## config.mk

```make
export PLATFORM = sky130hd
export DESIGN_NAME = move_planner_corexy
export DESIGN_NICKNAME = d
export VERILOG_FILES = /design/src/rtl/corexy_pkg.sv /design/src/rtl/corexy_div.sv /design/src/rtl/move_planner_corexy.sv
export SDC_FILE = /design/constraint.sdc
export NUM_CORES = 2
export LEC_CHECK = 0
export ABC_AREA = 0
export CORE_ASPECT_RATIO = 0.9
export CORE_UTILIZATION = 60
export DETAILED_ROUTE_END_ITERATION = 8
export GPL_TIMING_DRIVEN = 0
export PLACE_DENSITY_LB_ADDON = 0.15
export SYNTH_ARGS = -nofsm -noshare
export SYNTH_HDL_FRONTEND = slang
export SYNTH_HIERARCHICAL = 1
export SYNTH_SLANG_ARGS = --single-unit
```

## constraint.sdc

```tcl
create_clock -name clk -period 19.75 [get_ports clk]
set_clock_uncertainty 0.2 [all_clocks]
set_input_delay 3.95 -clock clk [delete_from_list [all_inputs] [get_ports clk]]
set_output_delay 3.95 -clock clk [all_outputs]
set_load 0.01 [all_outputs]
```

## src/rtl/corexy_pkg.sv

```systemverilog
// Shared constants for the CoreXY move planner: FSM encoding, default sizes, helpers.
package corexy_pkg;

  localparam int unsigned DIV_W     = 48;
  localparam int unsigned COORD_MAX = 32'h1FFF_FFFF;

  localparam logic [2:0] ST_IDLE  = 3'd0;
  localparam logic [2:0] ST_CALC  = 3'd1;
  localparam logic [2:0] ST_DIV   = 3'd2;
  localparam logic [2:0] ST_START = 3'd3;
  localparam logic [2:0] ST_RUN   = 3'd4;
  localparam logic [2:0] ST_DONE  = 3'd5;

  // Magnitude as unsigned; -2^31 maps to 2^31, which is out of range anyway.
  function automatic logic [31:0] abs32(input logic signed [31:0] v);
    return v[31] ? 32'(-v) : 32'(v);
  endfunction

endpackage

```

## src/rtl/corexy_div.sv

```systemverilog
// Sequential restoring divider: one quotient bit per cycle, DIV_W cycles per division.
module corexy_div #(
  parameter int unsigned DIV_W = 48
) (
  input  logic             clk,
  input  logic             reset_n,
  input  logic             start,
  input  logic [DIV_W-1:0] dividend,
  input  logic [31:0]      divisor,
  output logic             done,
  output logic [DIV_W-1:0] quotient
);

  localparam int unsigned CNT_W = $clog2(DIV_W);

  logic [31:0]      rem;
  logic [CNT_W-1:0] cnt;
  logic             busy;
  logic [31:0]      rem_src;
  logic [DIV_W-1:0] quo_src;
  logic [32:0]      trial;
  logic [31:0]      rem_next;
  logic [DIV_W-1:0] quo_next;
  logic             q_bit;

  // The start cycle already performs the first iteration, so the whole
  // division occupies exactly DIV_W clock edges.
  always_comb begin
    rem_src = start ? '0 : rem;
    quo_src = start ? dividend : quotient;
    trial   = {rem_src, quo_src[DIV_W-1]};
    q_bit   = (trial >= {1'b0, divisor});
    rem_next = q_bit ? 32'(trial - {1'b0, divisor}) : trial[31:0];
    quo_next = {quo_src[DIV_W-2:0], q_bit};
  end

  always_ff @(posedge clk or negedge reset_n) begin
    if (!reset_n) begin
      rem      <= '0;
      quotient <= '0;
      cnt      <= '0;
      busy     <= 1'b0;
      done     <= 1'b0;
    end else begin
      done <= 1'b0;
      if (start) begin
        rem      <= rem_next;
        quotient <= quo_next;
        cnt      <= CNT_W'(DIV_W - 1);
        busy     <= 1'b1;
      end else if (busy) begin
        rem      <= rem_next;
        quotient <= quo_next;
        cnt      <= cnt - 1'b1;
        if (cnt == CNT_W'(1)) begin
          busy <= 1'b0;
          done <= 1'b1;
        end
      end
    end
  end

endmodule

```

## src/rtl/move_planner_corexy.sv

```systemverilog
// CoreXY move planner: converts an X/Y delta into A/B motor step counts and speeds.
module move_planner_corexy #(
  parameter int unsigned DIV_W     = corexy_pkg::DIV_W,
  parameter int unsigned COORD_MAX = corexy_pkg::COORD_MAX
) (
  input  logic        clk,
  input  logic        reset_n,
  input  logic [31:0] cmd_dx,
  input  logic [31:0] cmd_dy,
  input  logic [15:0] cmd_period,
  input  logic        cmd_valid,
  output logic        cmd_ready,
  output logic [31:0] stepper_step_a,
  output logic [31:0] stepper_step_b,
  output logic [31:0] stepper_speed_a,
  output logic [31:0] stepper_speed_b,
  output logic        start_driving,
  input  logic        steppers_driving,
  output logic        move_done,
  output logic        cmd_error
);

  import corexy_pkg::ST_IDLE, corexy_pkg::ST_CALC, corexy_pkg::ST_DIV;
  import corexy_pkg::ST_START, corexy_pkg::ST_RUN, corexy_pkg::ST_DONE;
  import corexy_pkg::abs32;

  logic [2:0]        state;
  logic signed [31:0] dx_r, dy_r;
  logic [15:0]       period_r;
  logic signed [31:0] a_r, b_r;
  logic              a_dom_r, na_zero_r, nb_zero_r;
  logic [DIV_W-1:0]  prod_r;
  logic [31:0]       nmin_r;
  logic              div_go;
  logic              div_done;
  logic [DIV_W-1:0]  quotient;

  logic signed [31:0] sum, diff;
  logic [31:0]       na, nb, nmaj, nmin;
  logic              a_dom, range_err, zero_move;
  logic [47:0]       product;
  logic [31:0]       speed_minor, period32;

  always_comb begin
    sum       = dx_r + dy_r;
    diff      = dx_r - dy_r;
    na        = abs32(sum);
    nb        = abs32(diff);
    a_dom     = (na >= nb);
    nmaj      = a_dom ? na : nb;
    nmin      = a_dom ? nb : na;
    range_err = (abs32(dx_r) > COORD_MAX) || (abs32(dy_r) > COORD_MAX);
    zero_move = (na == '0) && (nb == '0);
    product   = 48'(period_r) * 48'(nmaj);
    period32  = {16'd0, period_r};
    speed_minor = (|quotient[DIV_W-1:32]) ? '1 : quotient[31:0];
  end

  corexy_div #(.DIV_W(DIV_W)) u_div (
    .clk      (clk),
    .reset_n  (reset_n),
    .start    (div_go),
    .dividend (prod_r),
    .divisor  (nmin_r),
    .done     (div_done),
    .quotient (quotient)
  );

  always_ff @(posedge clk or negedge reset_n) begin
    if (!reset_n) begin
      state           <= ST_IDLE;
      dx_r            <= '0;
      dy_r            <= '0;
      period_r        <= '0;
      a_r             <= '0;
      b_r             <= '0;
      a_dom_r         <= 1'b0;
      na_zero_r       <= 1'b0;
      nb_zero_r       <= 1'b0;
      prod_r          <= '0;
      nmin_r          <= '0;
      div_go          <= 1'b0;
      stepper_step_a  <= '0;
      stepper_step_b  <= '0;
      stepper_speed_a <= '0;
      stepper_speed_b <= '0;
    end else begin
      div_go <= 1'b0;
      case (state)
        ST_IDLE: if (cmd_valid) begin
          dx_r     <= cmd_dx;
          dy_r     <= cmd_dy;
          period_r <= (cmd_period == '0) ? 16'd1 : cmd_period;
          state    <= ST_CALC;
        end
        ST_CALC: begin
          if (range_err)      state <= ST_IDLE;
          else if (zero_move) state <= ST_DONE;
          else begin
            a_r       <= sum;
            b_r       <= diff;
            a_dom_r   <= a_dom;
            na_zero_r <= (na == '0);
            nb_zero_r <= (nb == '0);
            prod_r    <= DIV_W'(product);
            nmin_r    <= nmin;
            div_go    <= 1'b1;
            state     <= ST_DIV;
          end
        end
        // Divide-by-zero yields all ones; a zero-step motor is overridden to period.
        ST_DIV: if (div_done) begin
          stepper_step_a  <= a_r;
          stepper_step_b  <= b_r;
          if (a_dom_r) begin
            stepper_speed_a <= period32;
            stepper_speed_b <= nb_zero_r ? period32 : speed_minor;
          end else begin
            stepper_speed_b <= period32;
            stepper_speed_a <= na_zero_r ? period32 : speed_minor;
          end
          state <= ST_START;
        end
        ST_START: if (steppers_driving)  state <= ST_RUN;
        ST_RUN:   if (!steppers_driving) state <= ST_DONE;
        ST_DONE:  state <= ST_IDLE;
        default:  state <= ST_IDLE;
      endcase
    end
  end

  assign cmd_ready     = (state == ST_IDLE) && reset_n;
  assign start_driving = (state == ST_START);
  assign move_done     = (state == ST_DONE);
  assign cmd_error     = (state == ST_CALC) && range_err;

endmodule

```

* After elaboration in Yosys (flattened, before gate mapping) *
Cells that the tools add are included.

word-level totals
  flip-flop bits (word level) = 447
  input bits = 84
  output and inout port bits = 132

operators by class
  add/subtract/negate cells = 8
  multipliers = 1
  order comparisons = 4
  equal/unequal tests = 10
  mux-type cells = 37
  bitwise logic cells = 2
  reduce and logical (&&, ||, !) cells = 14

operator list
  kind                                                                                number
  32-bit two-way mux                                                                  15
  48-bit two-way mux                                                                  3
  32-bit negator                                                                      4
  32-bit by 29-bit greater-than comparator with 1-bit output (second input constant)  2
  32-bit zero test                                                                    2
  32-bit subtractor                                                                   2
  16-bit by 32-bit multiplier with 48-bit output                                      1
  33-bit by 32-bit >= comparator with 1-bit output                                    1
  32-bit adder                                                                        1
  32-bit >= comparator                                                                1
  3-bit two-way mux                                                                   6
  16-bit zero test                                                                    1
  16-bit two-way mux                                                                  1
  16-bit OR reduction                                                                 1
  3-bit one-hot mux with 5 select lines                                               1
  6-bit two-way mux                                                                   2
  1-bit two-way mux                                                                   9
  3-bit by 2-bit == test with 1-bit output (second input constant)                    2
  3-bit == test (second input constant)                                               2
  6-bit by 1-bit == test with 1-bit output (second input constant)                    1
  6-bit by 1-bit subtractor with 6-bit output (second input constant)                 1
  2-bit by 1-bit inequality test with 1-bit output (second input constant)            2
  2-bit inequality test (second input constant)                                       2
  2-bit AND reduction                                                                 2
  8 further kinds                                                                     11

* Depth between registers and ports, before layout *
  depth in word-level cells = 8
  gate-level depth with buffers = 62

* Modules after synthesis *
Netlist, hierarchy kept.

by module, submodules not included
  module               instances  cells each  area each (sq um)  seq. area each (sq um)
  move_planner_corexy  1          4134        37502.2            8908.5
  corexy_div           1          701         6147.1             2202.1

* Worst setup path before layout *
No wires, ideal clock.

  path kind = register to register
  start = reg dx_r[8]
  end = reg prod_r[46]
  library setup time = 0.125 ns
  data arrival time = 12.889 ns
  setup slack = 6.536 ns
  stages on the path, launching flop included = 60
  path buffers = 5
  period minus slack after synthesis = 13.214 ns
  cell sequence = dfrtp_1 > ha_1 > buf_2 > inv_1 > a221oi_1 > nand4_1 > o21ai_1 > o21ai_1 > a211o_1 > xnor2_1 > clkbuf_1 > nor2_1 > xor2_1 > inv_1 > ha_1 > o21a_1 > o21a_1 > o21ai_0 > [24 not listed] > inv_1 > ha_1 > a211o_1 > nor2_1 > o211ai_1 > a211oi_1 > nor2_1 > a21oi_1 > o21bai_1 > a31oi_1 > a31oi_1 > a211o_1 > a21oi_1 > o21ai_0 > a221oi_1 > o21ai_0 > xor2_1 > mux2_4

between the ends
  longest elaborated chain between the ends = 7
  elaborated cells between the ends (all ways) = 19

RTL lines
  what                                                                                    RTL line                    RTL
  start, declared                                                                         move_planner_corexy.sv:28   logic signed [31:0] dx_r, dy_r;
  start signal, assigned                                                                  move_planner_corexy.sv:91   dx_r <= cmd_dx;
  branches (longest 7 deep; another with 16-bit by 32-bit multiplier with 48-bit output)  n/a
  end signal, assigned                                                                    move_planner_corexy.sv:105  prod_r <= DIV_W'(product);
  end, declared                                                                           move_planner_corexy.sv:32   logic [DIV_W-1:0] prod_r;

Parallel ways; which one is timed is not known.
A chain may end at the register's enable or synchronous reset.

* Final worst setup path *
Same ends and word-level chain as after synthesis.

==> impl_metrics.csv <==
group,metric,value,unit
status,status,"finished clean",
placed_design,place_hpwl,107,mm
grt,antenna_found_initial,7,
cts,cts_max_level,2,
grt,grt_pass1_wl,206,mm
setup_path,cp_common_cell,"fa_1",
yosys,ys.flop_type,"dfrtp_1",
setup_path,start_kind,"flop",
setup_path,r2r_end,"prod_r[46]",
cts,post_cts_resized,0,
placed_design,port_buffers,215,
grt,grt_overflow,0,
yosys,ys_warn_count,6,
cts,clock_latency,610,ps
die,dieArea,73800,sq um
timing,slew_headroom,4.62,%
drt,ant_nets,0,
final_layout,area_delta_synth_final,11.8,%
drt,drt_iter0_markers,3693,
yosys,yosys.area.top_type,"dfrtp_1",
timing,hold_slack,273,ps
die,die_y,258,um
timing,setup_slack,2500,ps
drt,avgViaCountPerCell,5.97,
grt,grt_max_degree,121,
cts,hold_buffers,0,
yosys,synthesis.area,43600,sq um
setup_path,r2r_setup_slack,2500,ps
timing,grt_setup_unrepaired,"false",
setup_path,worstSetupEndpoint,"prod_r[46]",
die,io_pins,216,
cts,post_cts_buffers,0,
setup_path,critPathLaunch,"dx_r[8]",
placed_design,gp_congestion,1.01,
yosys,yosysSeqAreaShare,25.5,%
cts,clock_path_buffers,3,
yosys,synth_edf_count,0,
final_layout,mostFrequentLayoutCell,"nand2_1",
setup_path,reg2regPathDepth,59,
final_layout,num-fill-cells,5759,
final_layout,regArea,11100,sq um
timing,drv_slew,0,
run,max_cap_violations,0,
yosys,synth_cells,4835,
die,fp-row-count,93,
timing,finalHoldViolCount,0,
cts,cts_root_buffer,"clkbuf_16",
cts,cts_tree,"done",
timing,finalCritPeriodShare,87.3,%
timing,worst-slew-pin-transition,1390,ps
setup_path,r2r_start,"dx_r[8]",
timing,min_period,17250,ps
drt,drcViolationCount,0,
die,initial_core_util,60.8,%
grt,grt_pass1_vias,35100,
cts,path_clk_slew,60,ps
yosys,syn-num-nets,5584,
setup_path,crit_fanout,10,
yosys,synth_area_per_cell,9.03,sq um
yosys,synth.distinct_cells,103,
drt,via_count,36400,
timing,setup_viol,0,
final_layout,final_util,68.0,%
drt,routedWlPerCell,21.8,um
final_layout,mostFrequentLayoutCells,"nand2_1 (743), inv_1 (617), dfrtp_1 (444)",
die,core_area,71800,sq um
die,die_w,286,um
setup_path,cpPeakStageDelay,830,ps
yosys,async_reset_ff_share,100,%
timing,fmax,58.0,MHz
worst_hold_path,hold_class,"reg2reg",
placed_design,post-place-ws,2860,ps
drt,wl,133,mm
yosys,yosysTopAreaCellShare,25.5,%
cts,cts.sinks,444,
setup_path,critPathKind,"reg2reg",
final_layout,multiInputGateArea,29100,sq um
yosys,synth_area_leaders,"dfrtp_1 (25%), fa_1 (19%), ha_1 (7.0%)",
setup_path,arrival,17510,ps
placed_design,dp.cells,6005,
drt,first_pass_iters,6,
grt,globalRouteTotalUtil,36.4,%
cts,cts_buffers,47,
setup_path,critPathSlowestCell,"xnor2_1",
final_layout,final_layout_size_suffix_gt1_share,5.70,%
yosys,ys_ff_latch,444,
setup_path,crit_path_end_kind,"flop",
setup_path,required,20020,ps
final_layout,instances_no_fill,6094,
final_layout,fin_nets,5853,
Yosys cell counts, drive strengths merged, types with 47 or more instances:
| cell type | instances |
|---|---|
| dfrtp | 444 |
| nor2b | 87 |
| xor2 | 76 |
| clkbuf | 170 |
| and2 | 221 |
| nand2 | 743 |
| fa | 421 |
| xnor2 | 103 |
| ha | 244 |
| mux2i | 135 |
| nor2 | 175 |
| inv | 617 |
| o21ai | 318 |
| a21o | 58 |
| mux2 | 173 |
| buf | 85 |
| nor3 | 49 |
| a21oi | 154 |
| nand3 | 47 |
| a31oi | 51 |
worst min path at each step:
stage | start | endpoint | cells after the start
2_1_floorplan | a_r[11] | stepper_step_a[11] | 2
3_3_place_gp | b_r[27] | stepper_step_b[27] | 2
3_5_place_dp | stepper_step_a[30] | stepper_step_a[30] | 2
4_1_cts | b_r[3] | stepper_step_b[3] | 2
5_1_grt | stepper_step_b[26] | stepper_step_b[26] | 2
6_report | b_r[3] | stepper_step_b[3] | 2
logic make-up (layout without fill, tap and decap cells):
group / after synthesis / after routing / synth area share (%)
simple gates: 1538 / 1538 / 16.8
buf+inv: 875 / 1182 / 7.99
compound gates: 819 / 819 / 11.8
fa+ha+maj: 672 / 672 / 26.5
flops: 444 / 444 / 25.5
mux: 308 / 308 / 7.89
xor+xnor: 179 / 179 / 3.61
other cells: 0 / 2 / 0
critical path: cells and delay by family (launching register included):
kind	cells	cell delay, ps
AOI/OAI and AO/OA	26	6270
xor gates and xnor gates	3	1510
adders and majority gates	12	5040
buffers and inverters	10	1860
DFF	1	440
muxes	2	960
and+or+nand+nor	6	760
routing by layer:
metal	vias up	wire (um)	track usage (%)	share of wire, %
met4	4	3920	9.98	2.9
met2	1777	55400	52.4	42
li1	16400	-	-	-
met5	-	24	0	0.018
met1	18000	58600	54.3	44
met3	233	15200	9.17	11
stage by stage:
step	instance area (sq um)	TNS, ps
finish	48800	0
global route	48800	0
CTS	48800	0
detailed placement	47100	0
global placement	47000	-2031550
floorplan	43600	0
registers in the layout, indices dropped and copies added, names as in the netlist, 31 cells and up:
signal	count
a_r	31
b_r	32
dx_r	32
dy_r	32
nmin_r	31
prod_r	48
stepper_speed_a	32
stepper_speed_b	32
stepper_step_a	32
stepper_step_b	31
u_div/quotient	48
u_div/rem	32
final cells by class:
type | instances | share of cell area (%)
plain buffers | 255 | 2.38
flip-flops and latches | 444 | 22.8
multi-input cells | 3516 | 59.6
diodes | 2 | 0.0103
repair buffers | 220 | 4.62
inverters | 620 | 4.77
clock inverters | 24 | 0.738
well taps | 950 | 2.44
clock buffers | 63 | 2.72
Power is left out: the tool's default activity adds up to more than one toggle a clock period on the data nets, which glitch-free logic cannot reach.
